**src/rtl/schieber_pkg.sv**
```systemverilog
// schieber_pkg: Modus encodings and per-stage control payload shared by the shifter pipeline.
package schieber_pkg;
  localparam logic [2:0] MODUS_SLL = 3'b000;
  localparam logic [2:0] MODUS_SRL = 3'b001;
  localparam logic [2:0] MODUS_SRA = 3'b010;
  localparam logic [2:0] MODUS_ROL = 3'b011;
  localparam logic [2:0] MODUS_ROR = 3'b100;
  typedef struct packed {
    logic       gueltig;
    logic [2:0] modus;
  } stufe_t;
endpackage

```
**src/rtl/schiebe_stufe.sv**
```systemverilog
// schiebe_stufe: one combinational shift/rotate step by 2**K; carry port only with SCHIEBER_UEBERTRAG_EN.
module schiebe_stufe import schieber_pkg::*; #(
  parameter int BREITE = 32,
  parameter int K = 0
) (
  input  logic [BREITE-1:0] x,
  input  logic [2:0]        modus,
  input  logic              en,
  output logic [BREITE-1:0] y
`ifdef SCHIEBER_UEBERTRAG_EN
  ,
  input  logic              ci,
  output logic              co
`endif
);
  localparam int M = 1 << K;
  logic [BREITE-1:0] sra;
  assign sra = $signed(x) >>> M;
  always_comb
    y = !en ? x :
        modus == MODUS_SLL ? x << M :
        modus == MODUS_SRL ? x >> M :
        modus == MODUS_SRA ? sra :
        modus == MODUS_ROL ? {x[BREITE-M-1:0], x[BREITE-1:BREITE-M]} :
        modus == MODUS_ROR ? {x[M-1:0], x[BREITE-1:M]} : x;
`ifdef SCHIEBER_UEBERTRAG_EN
  // the last active step's outgoing/wrapped bit is the final carry, so later idle steps just pass it on
  always_comb
    co = !en ? ci :
         (modus == MODUS_SLL || modus == MODUS_ROL) ? x[BREITE-M] :
         (modus == MODUS_SRL || modus == MODUS_SRA || modus == MODUS_ROR) ? x[M-1] : ci;
`endif
endmodule

```
**src/rtl/pipeline_schieber.sv**
```systemverilog
// pipeline_schieber: STUFEN-stage barrel shifter with valid/ready flow control.
// Optional Uebertrag output enabled by SCHIEBER_UEBERTRAG_EN.
module pipeline_schieber import schieber_pkg::*; #(
  parameter int BREITE = 32,
  parameter int STUFEN = 2,
  localparam int LOG2BREITE = $clog2(BREITE)
) (
  input  logic                  Takt,
  input  logic                  Reset,
  input  logic                  EingabeGueltig,
  output logic                  EingabeBereit,
  input  logic [BREITE-1:0]     Zahl,
  input  logic [LOG2BREITE-1:0] Stellen,
  input  logic [2:0]            Modus,
  output logic                  AusgabeGueltig,
  input  logic                  AusgabeBereit,
  output logic [BREITE-1:0]     Ergebnis
`ifdef SCHIEBER_UEBERTRAG_EN
  ,
  output logic                  Uebertrag
`endif
);
  localparam int PRO = (LOG2BREITE + STUFEN - 1) / STUFEN;
  stufe_t kopf [STUFEN];
  stufe_t nk [STUFEN];
  logic [BREITE-1:0] daten [STUFEN];
  logic [BREITE-1:0] nd [STUFEN];
  logic [LOG2BREITE-1:0] rest [STUFEN];
  logic [LOG2BREITE-1:0] nr [STUFEN];
  logic [STUFEN:0] weiter;
`ifdef SCHIEBER_UEBERTRAG_EN
  logic ueb [STUFEN];
  logic nc [STUFEN];
`endif
  assign weiter[STUFEN] = AusgabeBereit;
  assign EingabeBereit = !Reset && weiter[0];
  assign AusgabeGueltig = kopf[STUFEN-1].gueltig;
  assign Ergebnis = daten[STUFEN-1];
  for (genvar s = 0; s < STUFEN; s++) begin : g_stufe
    logic [BREITE-1:0] kette [PRO+1];
    logic [2:0] modus;
    logic [LOG2BREITE-1:0] stellen;
`ifdef SCHIEBER_UEBERTRAG_EN
    logic kc [PRO+1];
`endif
    if (s == 0) begin : g_ein
      assign kette[0] = Zahl;
      assign modus = Modus;
      assign stellen = Stellen;
      assign nk[s] = {EingabeGueltig && EingabeBereit, Modus};
`ifdef SCHIEBER_UEBERTRAG_EN
      assign kc[0] = 1'b0;
`endif
    end else begin : g_mitte
      assign kette[0] = daten[s-1];
      assign modus = kopf[s-1].modus;
      assign stellen = rest[s-1];
      assign nk[s] = kopf[s-1];
`ifdef SCHIEBER_UEBERTRAG_EN
      assign kc[0] = ueb[s-1];
`endif
    end
    // stage s owns steps s*PRO .. s*PRO+PRO-1; steps past LOG2BREITE are pass-through
    for (genvar j = 0; j < PRO; j++) begin : g_schritt
      if (s * PRO + j < LOG2BREITE) begin : g_an
        schiebe_stufe #(.BREITE(BREITE), .K(s * PRO + j)) u_stufe (
          .x(kette[j]),
          .modus(modus),
          .en(stellen[s*PRO+j]),
          .y(kette[j+1])
`ifdef SCHIEBER_UEBERTRAG_EN
          ,
          .ci(kc[j]),
          .co(kc[j+1])
`endif
        );
      end else begin : g_aus
        assign kette[j+1] = kette[j];
`ifdef SCHIEBER_UEBERTRAG_EN
        assign kc[j+1] = kc[j];
`endif
      end
    end
    assign nd[s] = kette[PRO];
    assign nr[s] = stellen;
    assign weiter[s] = !kopf[s].gueltig || weiter[s+1];
`ifdef SCHIEBER_UEBERTRAG_EN
    assign nc[s] = kc[PRO];
`endif
  end
  always_ff @(posedge Takt)
    for (int s = 0; s < STUFEN; s++)
      if (Reset) begin
        kopf[s] <= '0;
        daten[s] <= '0;
        rest[s] <= '0;
      end else if (weiter[s]) begin
        kopf[s] <= nk[s];
        if (nk[s].gueltig) begin
          daten[s] <= nd[s];
          rest[s] <= nr[s];
        end
      end
`ifdef SCHIEBER_UEBERTRAG_EN
  assign Uebertrag = ueb[STUFEN-1];
  always_ff @(posedge Takt)
    for (int s = 0; s < STUFEN; s++)
      if (Reset) ueb[s] <= 1'b0;
      else if (weiter[s] && nk[s].gueltig) ueb[s] <= nc[s];
`endif
endmodule

```
**config.mk**
```make
export PLATFORM = sky130hd
export DESIGN_NAME = pipeline_schieber
export DESIGN_NICKNAME = d
export VERILOG_FILES = /design/src/rtl/schieber_pkg.sv /design/src/rtl/schiebe_stufe.sv /design/src/rtl/pipeline_schieber.sv
export SDC_FILE = /design/constraint.sdc
export NUM_CORES = 1
export LEC_CHECK = 0
export ABC_AREA = 1
export CELL_PAD_IN_SITES_DETAIL_PLACEMENT = 1
export CELL_PAD_IN_SITES_GLOBAL_PLACEMENT = 2
export CORE_MARGIN = 2
export CORE_UTILIZATION = 32
export DETAILED_ROUTE_END_ITERATION = 10
export PLACE_DENSITY = 0.95
export SLEW_MARGIN = 20
export SYNTH_ARGS = -nofsm -noshare
export SYNTH_HDL_FRONTEND = slang
export SYNTH_HIERARCHICAL = 1
export SYNTH_SLANG_ARGS = --single-unit
```
**constraint.sdc**
```tcl
create_clock -name Takt -period 3.72 [get_ports Takt]
set_input_delay 0.372 -clock Takt [delete_from_list [all_inputs] [get_ports Takt]]
set_output_delay 0.372 -clock Takt [all_outputs]
set_load 0.005 [all_outputs]
```
* Word level (Yosys, flattened, before mapping)
Memories as Yosys holds them, arrays and structs flattened. Index checks and enable logic that the tools add are counted. Widths: inputs -> output; s select.
Storage, ports and cells: register bits 0, memory bits (writable) 82, bits of input ports 44, output and inout port bits 34, word-level logic and storage cells 78, memories 3
Memories:
- daten | words 2, width 32, rd ports 2, clocked after Yosys merged registers in 0, wr ports 2, line pipeline_schieber.sv:26 | logic [BREITE-1:0] daten [STUFEN];
- rest | words 2, width 5, rd ports 1, clocked after Yosys merged registers in 0, wr ports 2, line pipeline_schieber.sv:28 | logic [LOG2BREITE-1:0] rest [STUFEN];
- kopf | words 2, width 4, rd ports 2, clocked after Yosys merged registers in 0, wr ports 2, line pipeline_schieber.sv:24 | stufe_t kopf [STUFEN];
Operators by class: equality and inequality tests 8, mux-type cells 52, bitwise gates (word level) 6, reductions and logical operators 9
Operators with widths (count):
- $mux 32 | 32
- $mux 1 | 16
- $eq 3x2->1 const B | 4
- $mux 5 | 2
- $mux 4 | 2
- $eq 3x1->1 const B | 2
- $eq 3x3->1 const B | 2
- $logic_not 3->1 | 2
- $or 1x1->1 | 6
- $logic_not 1->1 | 3
- $logic_and 1x1->1 | 2
- $logic_or 1x1->1 | 2

* Logic depth before layout (Yosys ltp)
word-level depth 20, depth in mapped cells 22, gate-level depth less buffers 22

* Cells and area by module
The synthesis kept the hierarchy.
Modules (own cells, without submodules):
- pipeline_schieber | instances 1, cells an instance 231, area an instance 2775.2 sq um, seq. area each 2132.0 sq um
- schiebe_stufe (g_stufe[0].g_schritt[2].g_an.u_stufe) | instances 1, cells an instance 353, area an instance 1783.0 sq um, seq. area each 0.0 sq um
- schiebe_stufe (g_stufe[1].g_schritt[0].g_an.u_stufe) | instances 1, cells an instance 340, area an instance 1575.3 sq um, seq. area each 0.0 sq um
- schiebe_stufe (g_stufe[0].g_schritt[1].g_an.u_stufe) | instances 1, cells an instance 358, area an instance 1569.0 sq um, seq. area each 0.0 sq um
- schiebe_stufe (g_stufe[0].g_schritt[0].g_an.u_stufe) | instances 1, cells an instance 331, area an instance 1510.2 sq um, seq. area each 0.0 sq um
- schiebe_stufe (g_stufe[1].g_schritt[1].g_an.u_stufe) | instances 1, cells an instance 248, area an instance 1041.0 sq um, seq. area each 0.0 sq um

* Least setup slack after synthesis
OpenSTA, ideal clock, no wires.
path type input port to flip-flop, start input port Modus[2], end memory daten[0][31] (data pin), setup time 0.138 ns, arrival 2.298 ns, setup slack 1.284 ns, stages on the path 20, path buffers 1, path through nor2_2 -> nand2_2 -> clkbuf_2 -> o21ai_0 -> inv_1 -> a21oi_1 -> nand2_1 -> o21ai_0 -> nand2_1 -> nand2_1 -> nand2_1 -> a21oi_1 -> inv_1 -> nand2_1 -> nand3_1 -> o21ai_1 -> nand2_1 -> a21oi_1 -> inv_1 -> nor2_1
RTL lines:
- start, declared | line pipeline_schieber.sv:14 | input logic [2:0] Modus,
- end, declared | line pipeline_schieber.sv:26

==> impl_metrics.yaml <==
clocking:
  clk_latency_ns: 0.35
  post_cts_resized: 0
  htree_levels: 3
  numCtsBuffers: 9
  cts_root_buffer: "clkbuf_16"
  clock_sinks: 71
  cts_setup_buffers: 0
  ctsHoldBuffers: 0
  cts.clk_slew.worst_paths_ns: 0.06
  cts_buffer_depth: 2
  cts_tree: "built"
power:
  p_leak_uw: 0.00613
  powerDensity_mw_per_mm2: 294
  ir_worst_vdd_uv: 257
logic_synthesis:
  synth-simple-area-share_pct: 38.6
  ys_seq_area_share_pct: 20.8
  ys_seq_elements: 71
  synth_area_mm2: 0.0103
  synth-main-ff-cell: "edfxtp_1"
  synth-edff-count: 71
  async_reset_ff_share_pct: 0
  synthAdderAreaFrac_pct: 0.110
  synth_xor_area_share_pct: 0
  synth_compound_area_share_pct: 22.6
  synth_cells: 1861
  synthMuxAreaShare_pct: 0
  synth_warnings: 6
  syn_nets: 1905
  avgSynthCellArea_um2: 5.51
  synth_top_family_by_area: "simple AND/OR/NAND/NOR gates"
  ys_types: 33
setup_path:
  r2r_cells: 14
  crit_arrival_ns: 3.46
  r2r-end: "daten[1][21]"
  rrSetupSlack_ns: 0.60
  r2r-start: "kopf[0][2]"
  critPathKind: "input port to flip-flop"
  endpoint_kind: "flip-flop"
  crit_fanout: 18
  cp.required_ns: 3.91
  startpoint_type: "input port"
sta:
  maxSlewViolCount: 0
  rsz0062_at_grt: "no"
  maxSlewHeadroom_pct: 41.0
  clock.fmax_ghz: 0.306
  min_period_ns: 3.27
  hold_violations: 0
  final-setup-viol-count: 0
  tightest_slew_ns: 0.886
  fin_crit_sh_pct: 87.8
  setup_tns_ns: 0
  clock_skew_ns: 0.00874
status:
  status: "finished clean"
place:
  gp_congestion: 0.870
  portBuffers: 77
  hpwl_um: 29300
  place_inst: 2283
die:
  core_area_mm2: 0.0316
  dieArea_mm2: 0.0335
  pin_count: 78
  die-width_um: 183
  die_h_um: 183
  num_rows: 65
  start_util_pct: 32.5
route:
  viasPerCell: 5.20
  drtIter0Drc: 842
  drt_pre_antenna_iters: 5
  drtAntennaViolNets: 0
  detail_route.wl_per_cell_um: 16.7
  num_vias: 12000
  route.detailed.drc: 0
  routed_wl_um: 38400
min_path:
  hold_start: "Stellen[4]"
  min_to: "rest[0][4]"
  min_path_type: "input port to flip-flop"
  whs_path_depth: 3
grt:
  grt-ovfl-total: 0
  grt_max_degree: 37
  grt_pass1_vias: 11900
  grt_pass1_wl_um: 62900
  antenna_found_initial: 0
  track_usage_pct: 23.1
finish:
  diodes: 0
  nets: 1936
  drive_gt1_share_pct: 8.07
  finalNonFillerCells: 2299
  nFillCells: 4384
  syn2layout_area_growth_pct: 12.6
run:
  drv_cap: 0
cell usage after synthesis, types with 22 or more instances:
cell	n	area, um2
nand2_1	698	2620
inv_1	300	1130
a21oi_1	174	871
o21ai_0	141	706
nor2_1	127	477
edfxtp_1	71	2130
nand3_1	60	300
buf_2	44	220
o21ai_1	38	190
a21oi_2	37	324
clkbuf_1	24	90.1
o22ai_1	22	138
layout by cell type (no fill, tap or decap), types with 6 or more instances in the layout:
cell	count
a21oi_1	174
a21oi_2	37
buf_4	38
clkbuf_16	9
clkdlybuf4s50_1	77
edfxtp_1	71
inv_1	300
inv_2	18
nand2_1	698
nand2_2	9
nand2_4	8
nand3_1	60
nand3_2	6
nand3_4	6
nand3b_1	21
nor2_1	127
o21ai_0	141
o21ai_1	38
o22ai_1	22
worst max path at each step:
| stage | end | slack [ns] | start |
|---|---|---|---|
| finish | daten[0][2] | 0.45 | Modus[2] |
| global route | daten[0][2] | 0.17 | Modus[2] |
| CTS | daten[0][2] | 0.50 | Modus[2] |
| detailed placement | daten[0][2] | 0.15 | Modus[2] |
| global placement | daten[0][2] | 0.26 | Modus[2] |
| floorplan | daten[0][31] | 1.28 | Modus[2] |
state kept, by name, indices dropped and copies added, names as in the netlist:
signal	flops
daten	64
kopf	5
rest	2
power breakdown:
part	total (uW)	switching, uW	internal (uW)
logic	1590	1070	529
clock network	794	347	447
registers	1010	57.7	952
total	3400	1470	1930
per-stage QoR:
step	setup slack [ns]	util [%]	hold WS, ns	instance area (um2)	total power, uW
2_1_floorplan	1.28	-	0.580	10300	2100
3_3_place_gp	0.263	35.8	0.792	11300	2550
3_5_place_dp	0.151	35.8	0.839	11300	2600
4_1_cts	0.498	36.6	0.692	11500	3400
5_1_grt	0.175	36.6	0.698	11500	3660
6_report	0.453	36.6	0.688	11500	3400
worst max-delay path: stages:
cell,delay [ns]
clkdlybuf4s50_1,0.66
inv_1,0.10
nand3_2,0.11
buf_4,0.25
nand2_1,0.09
o21ai_0,0.08
inv_1,0.06
nand2_1,0.05
nand3_1,0.06
nand2_1,0.21
nand3_1,0.11
nand3_1,0.14
nand2_1,0.08
nand2_1,0.06
nand2_1,0.05
a21oi_1,0.23
buf_4,0.20
a21oi_1,0.07
nand2_1,0.09
nand3_1,0.07
o21ai_1,0.13
inv_1,0.07
nor2_1,0.10
logic make-up (layout without fill, tap and decap cells):
family          count (synthesis)  count (layout)
buf+inv                       421             457
flops                          71              71
compound gates                423             423
fa+ha+maj                       1               1
simple gates                  945             945
layout make-up:
| class | count | area, um2 | area share (%) |
|---|---|---|---|
| clock buffers | 10 | 229 | 1.98 |
| clock inverters | 6 | 37.5 | 0.325 |
| inverters | 321 | 1210 | 10.5 |
| multi-input cells | 1369 | 6280 | 54.4 |
| flip-flops and latches | 71 | 2130 | 18.5 |
| well taps | 402 | 503 | 4.36 |
| repair buffers | 120 | 1160 | 10.0 |
per-layer routing:
| layer | up-vias | share of wire (%) | GRT usage (%) | wire length [um] |
|---|---|---|---|---|
| li1 | 5878 | - | - | - |
| met1 | 5751 | 48 | 32.4 | 18500 |
| met3 | 45 | 4.7 | 2.42 | 1810 |
| met2 | 289 | 45 | 38.2 | 17500 |
| met4 | 0 | 1.8 | 5.06 | 703 |
| met5 | - | 0 | 0 | 0 |
(Power assumes the default switching activity.)
